File: src/rtl/pq_pkg.sv
// Shared post-quantum datapath types and constants.
package pq_pkg;

  typedef enum logic {
    ACC,
    DONE
  } mod_acc_state_e;

  localparam logic [22:0] Q_DILITHIUM = 23'd8380417;

endpackage

File: src/rtl/mod_acc_if.sv
// Term/result handshake bundle for mod_acc; in_sub_i exists only with MOD_ACC_SUB_EN.
interface mod_acc_if #(
  parameter int unsigned NB_BIT = 23,
  parameter int unsigned CNT_W  = 16
);
  logic              in_valid_i;
  logic              in_ready_o;
  logic [NB_BIT-1:0] in_data_i;
  logic              in_last_i;
`ifdef MOD_ACC_SUB_EN
  logic              in_sub_i;
`endif
  logic              out_valid_o;
  logic              out_ready_i;
  logic [NB_BIT-1:0] out_sum_o;
  logic [CNT_W-1:0]  out_count_o;

  modport slave (
`ifdef MOD_ACC_SUB_EN
    input  in_sub_i,
`endif
    input  in_valid_i,
    input  in_data_i,
    input  in_last_i,
    input  out_ready_i,
    output in_ready_o,
    output out_valid_o,
    output out_sum_o,
    output out_count_o
  );

  modport master (
`ifdef MOD_ACC_SUB_EN
    output in_sub_i,
`endif
    output in_valid_i,
    output in_data_i,
    output in_last_i,
    output out_ready_i,
    input  in_ready_o,
    input  out_valid_o,
    input  out_sum_o,
    input  out_count_o
  );
endinterface

File: src/rtl/mod_add.sv
// Combinational (a + b) mod q for a, b < q, using one conditional subtract.
module mod_add #(
  parameter int unsigned NB_BIT = 23
) (
  input  logic [NB_BIT-1:0] a_i,
  input  logic [NB_BIT-1:0] b_i,
  input  logic [NB_BIT-1:0] q_i,
  output logic [NB_BIT-1:0] sum_o
);
  logic [NB_BIT:0] w_sum;
  logic [NB_BIT:0] w_q;

  assign w_sum = {1'b0, a_i} + {1'b0, b_i};
  assign w_q   = {1'b0, q_i};
  assign sum_o = (w_sum >= w_q) ? NB_BIT'(w_sum - w_q) : w_sum[NB_BIT-1:0];
endmodule

File: src/rtl/mod_sub.sv
// Combinational (a - b) mod q for a, b < q; only built when MOD_ACC_SUB_EN is defined.
`ifdef MOD_ACC_SUB_EN
module mod_sub #(
  parameter int unsigned NB_BIT = 23
) (
  input  logic [NB_BIT-1:0] a_i,
  input  logic [NB_BIT-1:0] b_i,
  input  logic [NB_BIT-1:0] q_i,
  output logic [NB_BIT-1:0] diff_o
);
  logic [NB_BIT:0] w_diff;

  assign w_diff = {1'b0, a_i} - {1'b0, b_i};
  // The extra MSB is the borrow; fold back into range by adding q.
  assign diff_o = w_diff[NB_BIT] ? NB_BIT'(w_diff[NB_BIT-1:0] + q_i) : w_diff[NB_BIT-1:0];
endmodule
`endif

File: src/rtl/mod_acc.sv
// Streaming modular accumulator over valid/ready bursts.
// MOD_ACC_SUB_EN adds a per-term subtract option via mod_sub.
module mod_acc
  import pq_pkg::*;
#(
  parameter int unsigned NB_BIT = 23,
  parameter int unsigned CNT_W  = 16
) (
  input  logic              clk_i,
  input  logic              rst_i,
  input  logic [NB_BIT-1:0] q_i,
  mod_acc_if.slave          bus
);
  mod_acc_state_e    r_state, w_state_d;
  logic [NB_BIT-1:0] r_acc, w_acc_d;
  logic [CNT_W-1:0]  r_cnt, w_cnt_d;
  logic              r_out_valid, w_out_valid_d;
  logic [NB_BIT-1:0] r_out_sum, w_out_sum_d;
  logic [CNT_W-1:0]  r_out_count, w_out_count_d;

  logic              w_accept;
  logic [NB_BIT-1:0] w_base;
  logic [CNT_W-1:0]  w_base_cnt;
  logic [NB_BIT-1:0] w_add;
  logic [NB_BIT-1:0] w_next;
  logic [CNT_W-1:0]  w_next_cnt;

  assign bus.in_ready_o = ~rst_i & ((r_state == ACC) | bus.out_ready_i);
  assign w_accept       = bus.in_valid_i & bus.in_ready_o;

  // A term taken while DONE starts a fresh burst; the accumulator is already 0 at ACC burst start.
  assign w_base     = (r_state == DONE) ? '0 : r_acc;
  assign w_base_cnt = (r_state == DONE) ? '0 : r_cnt;
  assign w_next_cnt = (w_base_cnt == '1) ? w_base_cnt : w_base_cnt + CNT_W'(1);

  mod_add #(
    .NB_BIT(NB_BIT)
  ) u_mod_add (
    .a_i  (w_base),
    .b_i  (bus.in_data_i),
    .q_i  (q_i),
    .sum_o(w_add)
  );

`ifdef MOD_ACC_SUB_EN
  logic [NB_BIT-1:0] w_sub;

  mod_sub #(
    .NB_BIT(NB_BIT)
  ) u_mod_sub (
    .a_i   (w_base),
    .b_i   (bus.in_data_i),
    .q_i   (q_i),
    .diff_o(w_sub)
  );

  assign w_next = bus.in_sub_i ? w_sub : w_add;
`else
  assign w_next = w_add;
`endif

  always_comb begin
    w_state_d     = r_state;
    w_acc_d       = r_acc;
    w_cnt_d       = r_cnt;
    w_out_valid_d = r_out_valid;
    w_out_sum_d   = r_out_sum;
    w_out_count_d = r_out_count;
    if (w_accept) begin
      if (bus.in_last_i) begin
        w_state_d     = DONE;
        w_acc_d       = '0;
        w_cnt_d       = '0;
        w_out_valid_d = 1'b1;
        w_out_sum_d   = w_next;
        w_out_count_d = w_next_cnt;
      end else begin
        w_state_d     = ACC;
        w_acc_d       = w_next;
        w_cnt_d       = w_next_cnt;
        w_out_valid_d = 1'b0;
      end
    end else if ((r_state == DONE) && bus.out_ready_i) begin
      w_state_d     = ACC;
      w_out_valid_d = 1'b0;
    end
  end

  always_ff @(posedge clk_i) begin
    if (rst_i) begin
      r_state     <= ACC;
      r_acc       <= '0;
      r_cnt       <= '0;
      r_out_valid <= 1'b0;
      r_out_sum   <= '0;
      r_out_count <= '0;
    end else begin
      r_state     <= w_state_d;
      r_acc       <= w_acc_d;
      r_cnt       <= w_cnt_d;
      r_out_valid <= w_out_valid_d;
      r_out_sum   <= w_out_sum_d;
      r_out_count <= w_out_count_d;
    end
  end

  assign bus.out_valid_o = r_out_valid;
  assign bus.out_sum_o   = r_out_sum;
  assign bus.out_count_o = r_out_count;
endmodule

File: src/flat_wrapper.sv
// flat-port wrapper written by rule: the top's interface ports become plain ports
module mod_acc_flat import pq_pkg::*;
#(
  parameter int unsigned NB_BIT = 23,
  parameter int unsigned CNT_W  = 16
)
  (clk_i, rst_i, q_i, bus_in_valid_i, bus_in_data_i, bus_in_last_i, bus_out_ready_i, bus_in_ready_o, bus_out_valid_o, bus_out_sum_o, bus_out_count_o);
  mod_acc_if #(.NB_BIT(NB_BIT), .CNT_W(CNT_W)) bus_i ();
  input  logic clk_i;
  input  logic rst_i;
  input  logic [NB_BIT-1:0] q_i;
  input wire logic [$bits(bus_i.in_valid_i)-1:0] bus_in_valid_i;
  input wire logic [$bits(bus_i.in_data_i)-1:0] bus_in_data_i;
  input wire logic [$bits(bus_i.in_last_i)-1:0] bus_in_last_i;
  input wire logic [$bits(bus_i.out_ready_i)-1:0] bus_out_ready_i;
  output wire logic [$bits(bus_i.in_ready_o)-1:0] bus_in_ready_o;
  output wire logic [$bits(bus_i.out_valid_o)-1:0] bus_out_valid_o;
  output wire logic [$bits(bus_i.out_sum_o)-1:0] bus_out_sum_o;
  output wire logic [$bits(bus_i.out_count_o)-1:0] bus_out_count_o;
  assign bus_i.in_valid_i = bus_in_valid_i;
  assign bus_i.in_data_i = bus_in_data_i;
  assign bus_i.in_last_i = bus_in_last_i;
  assign bus_i.out_ready_i = bus_out_ready_i;
  assign bus_in_ready_o = bus_i.in_ready_o;
  assign bus_out_valid_o = bus_i.out_valid_o;
  assign bus_out_sum_o = bus_i.out_sum_o;
  assign bus_out_count_o = bus_i.out_count_o;
  mod_acc #(.NB_BIT(NB_BIT), .CNT_W(CNT_W)) u_core (.clk_i(clk_i), .rst_i(rst_i), .q_i(q_i), .bus(bus_i));
endmodule
File: config.mk
export PLATFORM = sky130hd
export DESIGN_NAME = mod_acc_flat
export DESIGN_NICKNAME = d
export VERILOG_FILES = /design/src/rtl/pq_pkg.sv /design/src/rtl/mod_acc_if.sv /design/src/rtl/mod_add.sv /design/src/rtl/mod_sub.sv /design/src/rtl/mod_acc.sv /design/src/flat_wrapper.sv
export SDC_FILE = /design/constraint.sdc
export NUM_CORES = 1
export LEC_CHECK = 0
export ABC_AREA = 1
export CORE_ASPECT_RATIO = 1.25
export CORE_MARGIN = 8
export CORE_UTILIZATION = 51
export DETAILED_ROUTE_END_ITERATION = 8
export GPL_TIMING_DRIVEN = 0
export PLACE_DENSITY = 0.79
export SETUP_SLACK_MARGIN = 0.02
export SLEW_MARGIN = 20
export SYNTH_ARGS = -nofsm -noshare
export SYNTH_HDL_FRONTEND = slang
export SYNTH_HIERARCHICAL = 1
export SYNTH_SLANG_ARGS = --single-unit
File: constraint.sdc
create_clock -name clk_i -period 3.5 [get_ports clk_i]
set_input_delay 0.35 -clock clk_i [delete_from_list [all_inputs] [get_ports clk_i]]
set_output_delay 0.35 -clock clk_i [all_outputs]
set_load 0.02 [all_outputs]
==> metrics.csv, run 1 <==
stage,metric,value,unit
timing,max-slew violations,0,
synthesis,syn avg cell area,6.29,um2
detailed_routing,Via-to-Cell Ratio,6.09,
cts,CTS tree,done,
grt,pin count of the biggest net entering global routing,13,
timing,fin crit period,3.95,ns
setup_path,crit path kind,flip-flop to flip-flop,
synthesis,Mapped Cells,1110,
placed_design,"Cell Area, Placed",0.00811,mm2
finish,layout cell share with drive strength beyond 1,33.0,%
setup_path,Worst Path Max Fanout,8,
detailed_routing,TritonRoute pass-1 iters,8,
setup_path,internal reg-to-reg setup slack,-0.45,ns
cts,root buf cell,clkbuf_16,
detailed_routing,final wirelength,29800,um
cts,clock latency on the worst-skew pair,0.34,ns
synthesis,main flop type after synthesis,dfxtp_1,
cts,Max Buffers Root-to-Sink,2,
power_and_ir_drop,P_leak,4.62,nW
floorplan,Rows,48,
timing,relative slew slack,53.5,%
synthesis,mux cell area share after synthesis,0,%
grt,initial antenna violation count,0,
synthesis,yosys warns,6,
finish,cell area after layout,0.0106,mm2
setup_path,crit path capture type,flip-flop,
synthesis,"FF+latch count, synth",79,
power_and_ir_drop,logic gate share of total power,52.8,%
setup_path,Reg2Reg Depth,26,
finish,Fillers,915,
synthesis,Simple-Gate Fraction of Synth Area,38.5,%
floorplan,die width,121,um
synthesis,xor/xnor share of the synthesized area,4.14,%
timing,Worst-Margin Slew,0.698,ns
synthesis,Post-synth EDFFs,0,
setup_path,CP required,3.77,ns
finish,Util after Layout,78.0,%
power_and_ir_drop,sw frac,41.8,%
setup_path,R2R Path End,u_core/r_acc[5]$_SDFFE_PP0P_,
synthesis,syn_nets,1209,
grt,gr ovfl total,0,
finish,nets,1375,
timing,Final Cycle Share,113,%
setup_path,Crit path buffers/inverters,4,
min_path,number of cells on the worst hold path,2,
cts,TritonCTS buffer count,9,
setup_path,Crit path largest cell delay,0.47,ns
timing,clock skew,0.00574,ns
synthesis,Synth Area in Adders,8.82,%
setup_path,stages on the worst setup path,26,
power_and_ir_drop,Flop pwr share,24.7,%
power_and_ir_drop,maximum vdd drop,296,uV
synthesis,post-synthesis sequential area ratio,22.7,%
cts,H-tree levels,3,
synthesis,"Cell Area, Synth",0.00698,mm2
synthesis,"Async S/R FF share, synth",0,%
detailed_routing,vias,8859,
outcome,run status,"complete, but fails checks",
detailed_routing,drt wl/cell,20.5,um
placed_design,GPL Wtd Cong,0.973,
cts,Worst-path clk slew,0.06,ns
grt,GRT Total Usage,28.2,%
floorplan,CORE AREA,0.0136,mm2
power_and_ir_drop,Sw Pwr,1.63,mW
cts,Clock Sinks,79,
placed_design,port bufs,90,
outcome,failing checks,setup timing,
finish,Layout Area Growth over Synthesis,51.7,%
grt,vias in the first global route,8011,
timing,Max Freq,0.253,GHz
timing,setup slack after layout,-0.452,ns
timing,final hold viol count,0,
setup_path,Critical Path Slowest Stage Cell,dfxtp_4,
detailed_routing,Post-route DRC,0,
power_and_ir_drop,Clock power frac,22.4,%
job,MaxCap Viol Count,0,
floorplan,die area,0.0177,mm2
cts,CTS Hold Bufs,0,
setup_path,Critical Path Sink,u_core/r_acc[5]$_SDFFE_PP0P_,
synthesis,main combinational cell family by area after synthesis,simple AND/OR/NAND/NOR gates,
setup_path,Worst EP arrival,4.22,ns
power_and_ir_drop,Power Internal,2.28,mW
floorplan,I/O pins,92,
synthesis,fraction of the mapped netlist area in compound gates,15.3,%
detailed_routing,DRT iter0 DRCs,1119,
timing,RSZ-0062 raised after global routing,true,
floorplan,Initial Util,51.4,%
setup_path,CP Launch Point,u_core/bus.out_valid_o$_SDFFE_PP0P_,
setup_path,Crit Reg-Reg Startpoint,u_core/bus.out_valid_o$_SDFFE_PP0P_,
setup_path,crit start category,flip-flop,
detailed_routing,DRT antenna net count,0,
floorplan,chip height,147,um
timing,Final setup viols,46,
placed_design,HPWL Detailed,18700,um
min_path,worst hold path class,flip-flop to flip-flop,
grt,first-pass GRT wire length,40100,um
setup_path,Worst path top cell family by delay,simple AND/OR/NAND/NOR gates,
finish,ant diodes,0,
synthesis,Netlist cell types,45,
power_and_ir_drop,Pwr Density,369,mW/mm2
-- how the worst min path moves through the flow --
stage                             startpoint                            end
2_1_floorplan   u_core/r_acc[0]$_SDFFE_PP0P_   u_core/r_acc[0]$_SDFFE_PP0P_
3_3_place_gp   u_core/r_acc[22]$_SDFFE_PP0P_  u_core/r_acc[22]$_SDFFE_PP0P_
3_5_place_dp    u_core/r_acc[0]$_SDFFE_PP0P_   u_core/r_acc[0]$_SDFFE_PP0P_
4_1_cts         u_core/r_acc[0]$_SDFFE_PP0P_   u_core/r_acc[0]$_SDFFE_PP0P_
5_1_grt        u_core/r_acc[22]$_SDFFE_PP0P_  u_core/r_acc[22]$_SDFFE_PP0P_
6_report        u_core/r_acc[0]$_SDFFE_PP0P_   u_core/r_acc[0]$_SDFFE_PP0P_
-- kinds of logic (layout without fill, tap and decap cells) --
group,count (synthesis),in the layout
buffers and inverters,173,343
AOI/OAI and AO/OA,190,190
and+or+nand+nor,587,587
DFF,79,79
adders and majority gates,48,48
xor gates and xnor gates,33,33
-- layer usage --
layer  part of all wire, %  GRT usage (%)  wire length, um
met5                     0              0                0
met4                   8.3           19.8             2470
met3                    10           5.45             3030
met2                    47           48.4            14000
met1                    34           30.5            10300
-- timing repair --
item,in CTS,in global routing
pin swaps,136,85
endpoints found under the hold margin,0,0
gates cloned,3,1
setup endpoints to repair,46,46
setup buffers,49,15
gates resized for setup,239,140
-- power groups by stage --
stage          sequential (mW)  clock [mW]  combinational (mW)
2_1_floorplan             1.01           0               0.831
3_3_place_gp             0.981           0                1.25
3_5_place_dp             0.982           0                1.26
4_1_cts                  0.963       0.887                1.69
5_1_grt                  0.970       0.926                2.15
6_report                 0.966       0.877                2.06
-- state kept, by name, indices dropped and copies added (netlist names) --
signal	flops
u_core/bus.out_count_o	16
u_core/bus.out_sum_o	23
u_core/bus.out_valid_o	1
u_core/r_acc	23
u_core/r_cnt	16
-- Yosys cell counts (2+ instances only) --
cell      instances  area share [%]
nand2_1         301              16
nor3_1           10            0.72
and2_1            2            0.18
buf_2            13            0.93
o21ai_1           3            0.22
nor2_1          140             7.5
nand2_2           7            0.63
xnor2_1           7            0.88
inv_1           130             7.0
nor2_2            3            0.27
xor2_1           26             3.3
o21a_1            4            0.43
o21ai_0          64             4.6
nor2_4           12             1.9
dfxtp_1          79              23
inv_2             4            0.22
buf_4             6            0.65
nand4_1          42             3.8
a21o_1            6            0.65
fa_1              2            0.57
a21oi_1          85             6.1
nand3_2          17             2.4
buf_6             4            0.65
ha_1             46             8.2
nand2_4           2            0.32
nand3_1          43             3.1
clkbuf_1         13            0.70
a21oi_2          10             1.3
o21bai_1         12             1.3
nand3_4           2            0.50
-- worst reg2reg max path, cell delays in order, from the launching register on --
cell       delay [ns]
dfxtp_4          0.47
clkbuf_16        0.21
nor2_4           0.05
ha_4             0.30
nand2_2          0.08
inv_1            0.18
nand2_1          0.14
nor2_2           0.19
nand4_1          0.14
nand4_1          0.16
nand2_4          0.10
ha_4             0.31
nand2_2          0.09
nor2_4           0.16
inv_2            0.06
nor2_4           0.12
nand3_2          0.08
nand4_1          0.10
nand2_1          0.06
nand2_2          0.08
nand2_4          0.08
nand3_4          0.14
buf_8            0.17
nand2_4          0.06
nand2_4          0.11
nand2_2          0.08
a21oi_2          0.15
-- layout make-up --
type / count / area, um2 / area share (%)
multi-input cells: 858 / 6300 / 59.5
flip-flops and latches: 79 / 1590 / 15.0
repair buffers: 156 / 1430 / 13.5
inverters: 136 / 517 / 4.88
plain buffers: 36 / 265 / 2.51
clock buffers: 12 / 258 / 2.43
well taps: 175 / 219 / 2.07
clock inverters: 3 / 17.5 / 0.165
-- layout by cell type, fill, tap and decap left out, types with 20 or more instances in the layout --
master             n
a21oi_1           54
a21oi_2           31
buf_4             69
clkdlybuf4s50_1   90
dfxtp_1           78
ha_4              33
inv_1            123
nand2_1          194
nand2_2           80
nand2_4           34
nand3_1           37
nand3_2           20
nand4_1           42
nor2_1            99
nor2_4            41
o21ai_0           52
-- per-stage QoR --
stage | cells | setup WS (ns) | setup TNS, ns | hold WS [ns] | power [mW]
after global routing | 1455 | -0.586 | -25.09 | 0.483 | 4.04
after CTS | 1441 | -0.173 | -6.89 | 0.468 | 3.54
after floorplan | 1110 | 0.0370 | 0 | 0.444 | 1.84
final | 1455 | -0.452 | -17.51 | 0.467 | 3.91
after global placement | 1375 | -0.861 | -36.14 | 0.453 | 2.24
after detailed placement | 1375 | -0.898 | -37.72 | 0.460 | 2.24
(Power assumes the default switching activity.)
==> inputs of run 2 (changes only) <==
- CORE_UTILIZATION: 51 -> 35
- PLACE_DENSITY: 0.79 -> 0.58
- REMOVE_ABC_BUFFERS: unset -> 1
==> run 2 against run 1 <==
Against the previous run:
- the run still ends with setup timing left
- cell count is 4.2% higher
- power is 2.2% lower
- utilization down 25 points
- clock-buffer cell count is 1 lower
- sequential share of layout area up 0.44 points
- clock skew grew 0.0041 ns
- combinational power shrank 10%
- non-clock buffer count shrank 35
==> metrics.csv, run 2 (synthesized netlist as in run 1, its figures left out) <==
stage,metric,value,unit,change
outcome,run status,"complete, but fails checks",,
outcome,failing checks,setup timing,,
power_and_ir_drop,maximum vdd drop,284,uV,-4.1%
grt,initial antenna violation count,0,,unchanged
timing,setup slack after layout,-0.329,ns,+0.124 ns
floorplan,I/O pins,92,,unchanged
setup_path,CP required,3.73,ns,-0.04 ns
timing,fin crit period,3.83,ns,-0.124 ns
min_path,worst hold path class,primary input to flip-flop,,
grt,gr ovfl total,0,,unchanged
placed_design,HPWL Detailed,16600,um,-11%
power_and_ir_drop,Design Power,3.82,mW,-2.2%
grt,first-pass GRT wire length,38000,um,-5.1%
timing,max-slew violations,0,,unchanged
timing,Max Freq,0.261,GHz,+3.2%
job,MaxCap Viol Count,0,,unchanged
floorplan,Initial Util,35.8,%,-16 points
timing,Setup TNS,-11.99,ns,+5.53 ns
timing,clock skew,0.00979,ns,+0.00406 ns
floorplan,die area,0.0247,mm2,+40%
min_path,Worst Min Path Start,rst_i,,
timing,final hold viol count,0,,unchanged
placed_design,port bufs,91,,+1.1%
cts,root buf cell,clkbuf_16,,
detailed_routing,drt wl/cell,16.1,um,-21%
setup_path,crit path capture type,flip-flop,,
cts,Max Buffers Root-to-Sink,2,,unchanged
power_and_ir_drop,Pwr Density,371,mW/mm2,+0.61%
finish,layout cell share with drive strength beyond 1,30.7,%,-2.4 points
setup_path,Critical Path Slowest Stage Cell,dfxtp_4,,
power_and_ir_drop,P_leak,4.48,nW,-2.9%
finish,nets,1345,,-2.2%
timing,Final setup viols,46,,unchanged
timing,Worst-Margin Slew,0.909,ns,+0.211 ns
finish,Layout Area Growth over Synthesis,47.4,%,
cts,clock latency on the worst-skew pair,0.34,ns,about the same
detailed_routing,TritonRoute pass-1 iters,7,,-1
timing,Final Cycle Share,109,%,-3.5 points
floorplan,die width,142,um,+18%
finish,Util after Layout,52.8,%,-25 points
finish,ant diodes,0,,unchanged
grt,pin count of the biggest net entering global routing,45,,+32
floorplan,chip height,174,um,+18%
placed_design,GPL Wtd Cong,0.907,,-6.7%
setup_path,Worst EP arrival,4.06,ns,-0.16 ns
cts,TritonCTS buffer count,9,,unchanged
finish,"commonest non-fill, non-tap cell in the layout",nand2_1,,
setup_path,Crit Reg-Reg Startpoint,u_core/bus.out_valid_o$_SDFFE_PP0P_,,
setup_path,Worst Path Max Fanout,7,,-1
finish,most frequent cells in the layout,"nand2_1, inv_1, nor2_1",,
setup_path,Crit path largest cell delay,0.41,ns,-0.06 ns
finish,cell area after layout,0.0103,mm2,-2.8%
floorplan,CORE AREA,0.0195,mm2,+43%
detailed_routing,DRT antenna net count,0,,unchanged
grt,GRT Total Usage,18.9,%,-9.3 points
detailed_routing,DRT iter0 DRCs,340,,-70%
grt,vias in the first global route,7813,,-2.5%
detailed_routing,Post-route DRC,0,,unchanged
setup_path,Most common cell on crit path,nor2_1,,
setup_path,Crit path buffers/inverters,2,,-2
timing,relative slew slack,39.3,%,-14 points
cts,Worst-path clk slew,0.07,ns,about the same
detailed_routing,Via-to-Cell Ratio,5.14,,-16%
floorplan,Rows,57,,+19%
setup_path,Worst path top cell family by delay,simple AND/OR/NAND/NOR gates,,
detailed_routing,vias,7792,,-12%
detailed_routing,final wirelength,24400,um,-18%
placed_design,"Cell Area, Placed",0.00804,mm2,-0.94%
cts,H-tree levels,3,,unchanged
finish,Fillers,1899,,+110%
setup_path,crit path kind,flip-flop to flip-flop,,
setup_path,crit start category,flip-flop,,
setup_path,CP Launch Point,u_core/bus.out_valid_o$_SDFFE_PP0P_,,
cts,CTS tree,done,,
timing,worst hold margin,0.388,ns,-0.0789 ns
cts,Clock Sinks,79,,unchanged
timing,RSZ-0062 raised after global routing,true,,
run 2: cell types whose count changed in the layout (fill, tap and decap cells not counted), sizes merged:
cell,previous run,this run
inv,135,136
nand2,310,312
buf,87,67
nand3,62,65
clkbuf,27,11
bufinv,0,1
run 2: worst paths after layout:
kind	end	slack, ns	depth (start not counted)
max	u_core/r_acc[15]$_SDFFE_PP0P_	-0.33	25
min	u_core/bus.out_valid_o$_SDFFE_PP0P_	0.39	2
max reg2reg	u_core/r_acc[15]$_SDFFE_PP0P_	-0.33	25
min reg2reg	u_core/r_acc[6]$_SDFFE_PP0P_	0.46	2
run 2: per-stage QoR:
| stage | instances | worst slack [ns] |
|---|---|---|
| floorplan | 1073 | -0.862 |
| detailed placement | 1431 | -1.28 |
| global route | 1516 | -0.511 |
| CTS | 1504 | -0.302 |
| finish | 1516 | -0.329 |
| global placement | 1429 | -2.08 |
run 2: final cells by class:
class / count / area (um2) / area share, %
Multi-Input combinational cell: 863 / 6060 / 58.9
Timing Repair Buffer: 157 / 1470 / 14.3
Sequential cell: 79 / 1590 / 15.4
Clock buffer: 11 / 253 / 2.46
Clock inverter: 5 / 63.8 / 0.620
Tap cell: 265 / 332 / 3.22
Inverter: 136 / 517 / 5.02
run 2: metal layers:
| metal | share of wire, % | GRT usage (%) |
|---|---|---|
| met1 | 40 | 20.7 |
| met2 | 53 | 35.9 |
| met3 | 4.0 | 2.26 |
| met4 | 3.7 | 7.23 |
| met5 | 0 | 0 |
run 2: what timing repair did:
item,4_1_cts,5_1_grt
buffers inserted,52,12
endpoints found under the setup margin,46,59
cloned,5,0
hold buffers,0,0
pin swaps,119,96
resized for setup,208,113
run 2: report_power, final:
group	switching [mW]	internal, mW	leakage (nW)
Combinational	1.10	0.749	3.69
Clock	0.413	0.598	0.152
Sequential	0.0214	0.939	0.643
Total	1.53	2.29	4.48
==> inputs of run 3 (changes only) <==
- SKIP_LAST_GASP: unset -> 1
==> run 3 against run 2 <==
Against the previous run:
- the flow still finishes with violations (setup timing)
- via count about the same
- global-route usage unchanged
- critical path depth up 1
- die area unchanged
==> metrics.csv, run 3 (synthesized netlist as in run 1, its figures left out) <==
stage,metric,value,unit,change
finish,"commonest non-fill, non-tap cell in the layout",nand2_1,,
cts,H-tree levels,3,,unchanged
cts,root buf cell,clkbuf_16,,
floorplan,Rows,57,,unchanged
finish,Layout Area Growth over Synthesis,47.6,%,
detailed_routing,Post-route DRC,0,,unchanged
floorplan,CORE AREA,0.0195,mm2,unchanged
cts,CTS tree,done,,
timing,max-slew violations,0,,unchanged
cts,Clock Sinks,79,,unchanged
placed_design,"Cell Area, Placed",0.00804,mm2,unchanged
detailed_routing,drt wl/cell,16.2,um,+0.29%
floorplan,chip height,174,um,unchanged
floorplan,I/O pins,92,,unchanged
timing,clock skew,0.00994,ns,+0.000143 ns
power_and_ir_drop,P_leak,4.49,nW,+0.23%
cts,TritonCTS buffer count,9,,unchanged
setup_path,Worst Path Max Fanout,7,,unchanged
setup_path,crit start category,flip-flop,,
setup_path,crit path capture type,flip-flop,,
placed_design,GPL Wtd Cong,0.907,,unchanged
grt,gr ovfl total,0,,unchanged
grt,GRT Total Usage,18.9,%,unchanged
grt,initial antenna violation count,0,,unchanged
detailed_routing,TritonRoute pass-1 iters,5,,-2
detailed_routing,final wirelength,24500,um,+0.29%
placed_design,port bufs,91,,unchanged
finish,nets,1345,,unchanged
floorplan,Initial Util,35.8,%,unchanged
finish,ant diodes,0,,unchanged
timing,final hold viol count,0,,unchanged
setup_path,Crit path largest cell delay,0.45,ns,+0.04 ns
cts,Worst-path clk slew,0.07,ns,about the same
setup_path,Critical Path Slowest Stage Cell,dfxtp_4,,
outcome,run status,"complete, but fails checks",,
grt,pin count of the biggest net entering global routing,45,,unchanged
timing,setup slack after layout,-0.320,ns,+0.00866 ns
grt,vias in the first global route,7816,,+0.038%
cts,clock latency on the worst-skew pair,0.34,ns,about the same
timing,Final Cycle Share,109,%,-0.25 points
timing,Worst-Margin Slew,0.920,ns,+0.0109 ns
grt,first-pass GRT wire length,38000,um,about the same
timing,Max Freq,0.262,GHz,+0.23%
power_and_ir_drop,Design Power,3.83,mW,+0.31%
placed_design,pre-CTS setup slack,-1.28,ns,unchanged
min_path,worst hold path class,primary input to flip-flop,,
timing,Final setup viols,46,,unchanged
outcome,failing checks,setup timing,,
timing,RSZ-0062 raised after global routing,true,,
finish,layout cell share with drive strength beyond 1,30.5,%,-0.16 points
finish,most frequent cells in the layout,"nand2_1, inv_1, nor2_1",,
timing,relative slew slack,38.5,%,-0.73 points
floorplan,die width,142,um,unchanged
setup_path,Most common cell on crit path,nand2_2,,
job,MaxCap Viol Count,0,,unchanged
detailed_routing,DRT antenna net count,0,,unchanged
setup_path,CP required,3.73,ns,about the same
setup_path,crit path kind,flip-flop to flip-flop,,
cts,Max Buffers Root-to-Sink,2,,unchanged
power_and_ir_drop,maximum vdd drop,285,uV,+0.37%
setup_path,Crit path buffers/inverters,3,,+1
detailed_routing,Via-to-Cell Ratio,5.14,,about the same
setup_path,Worst path top cell family by delay,simple AND/OR/NAND/NOR gates,,
detailed_routing,DRT iter0 DRCs,363,,+6.8%
detailed_routing,vias,7787,,-0.064%
setup_path,Worst EP arrival,4.05,ns,about the same
placed_design,HPWL Detailed,16600,um,unchanged
floorplan,die area,0.0247,mm2,unchanged
timing,fin crit period,3.82,ns,-0.00866 ns
power_and_ir_drop,Pwr Density,372,mW/mm2,+0.17%
finish,cell area after layout,0.0103,mm2,+0.13%
==> run 3: what timing repair did <==
action / 4_1_cts / 5_1_grt
setup buffers: 52 / 12
gates cloned: 5 / 0
hold buffers: 0 / 0
setup endpoints to repair: 46 / 59
pin swaps: 119 / 96
resized for setup: 207 / 116
==> run 3: power breakdown <==
part / leakage, nW / internal (mW) / switching, mW
Combinational: 3.70 / 0.754 / 1.11
Clock: 0.152 / 0.598 / 0.413
Sequential: 0.643 / 0.939 / 0.0214
==> run 3: per-layer routing <==
metal / wire, um / global-route usage (%)
met5: 0 / 0
met4: 867 / 7.23
met3: 996 / 2.26
met2: 12900 / 35.9
met1: 9770 / 20.7
==> run 3: cell type report <==
class / instances / area [um2]
clock buffers: 11 / 253
clock inverters: 5 / 63.8
fillers: 1898 / 9170
inverters: 136 / 517
multi-input cells: 863 / 6080
flip-flops and latches: 79 / 1590
well taps: 265 / 332
repair buffers: 157 / 1470
==> run 3: worst paths after layout <==
check | startpoint | endpoint | slack (ns) | cells past startpoint
min | rst_i | u_core/bus.out_valid_o$_SDFFE_PP0P_ | 0.39 | 2
min reg2reg | u_core/r_acc[6]$_SDFFE_PP0P_ | u_core/r_acc[6]$_SDFFE_PP0P_ | 0.46 | 2
max | u_core/bus.out_valid_o$_SDFFE_PP0P_ | u_core/r_acc[15]$_SDFFE_PP0P_ | -0.32 | 26
max reg2reg | u_core/bus.out_valid_o$_SDFFE_PP0P_ | u_core/r_acc[15]$_SDFFE_PP0P_ | -0.32 | 26
==> run 3: metrics by stage <==
step | hold slack (ns) | setup TNS (ns) | std cells | util (%)
finish | 0.386 | -12.27 | 1516 | 52.9
global route | 0.409 | -24.08 | 1516 | 52.9
CTS | 0.383 | -10.85 | 1504 | 49.8
detailed placement | 0.456 | -55.32 | 1431 | 41.3
global placement | 0.452 | -115.64 | 1429 | 41.1
floorplan | 0.412 | -39.18 | 1073 | -
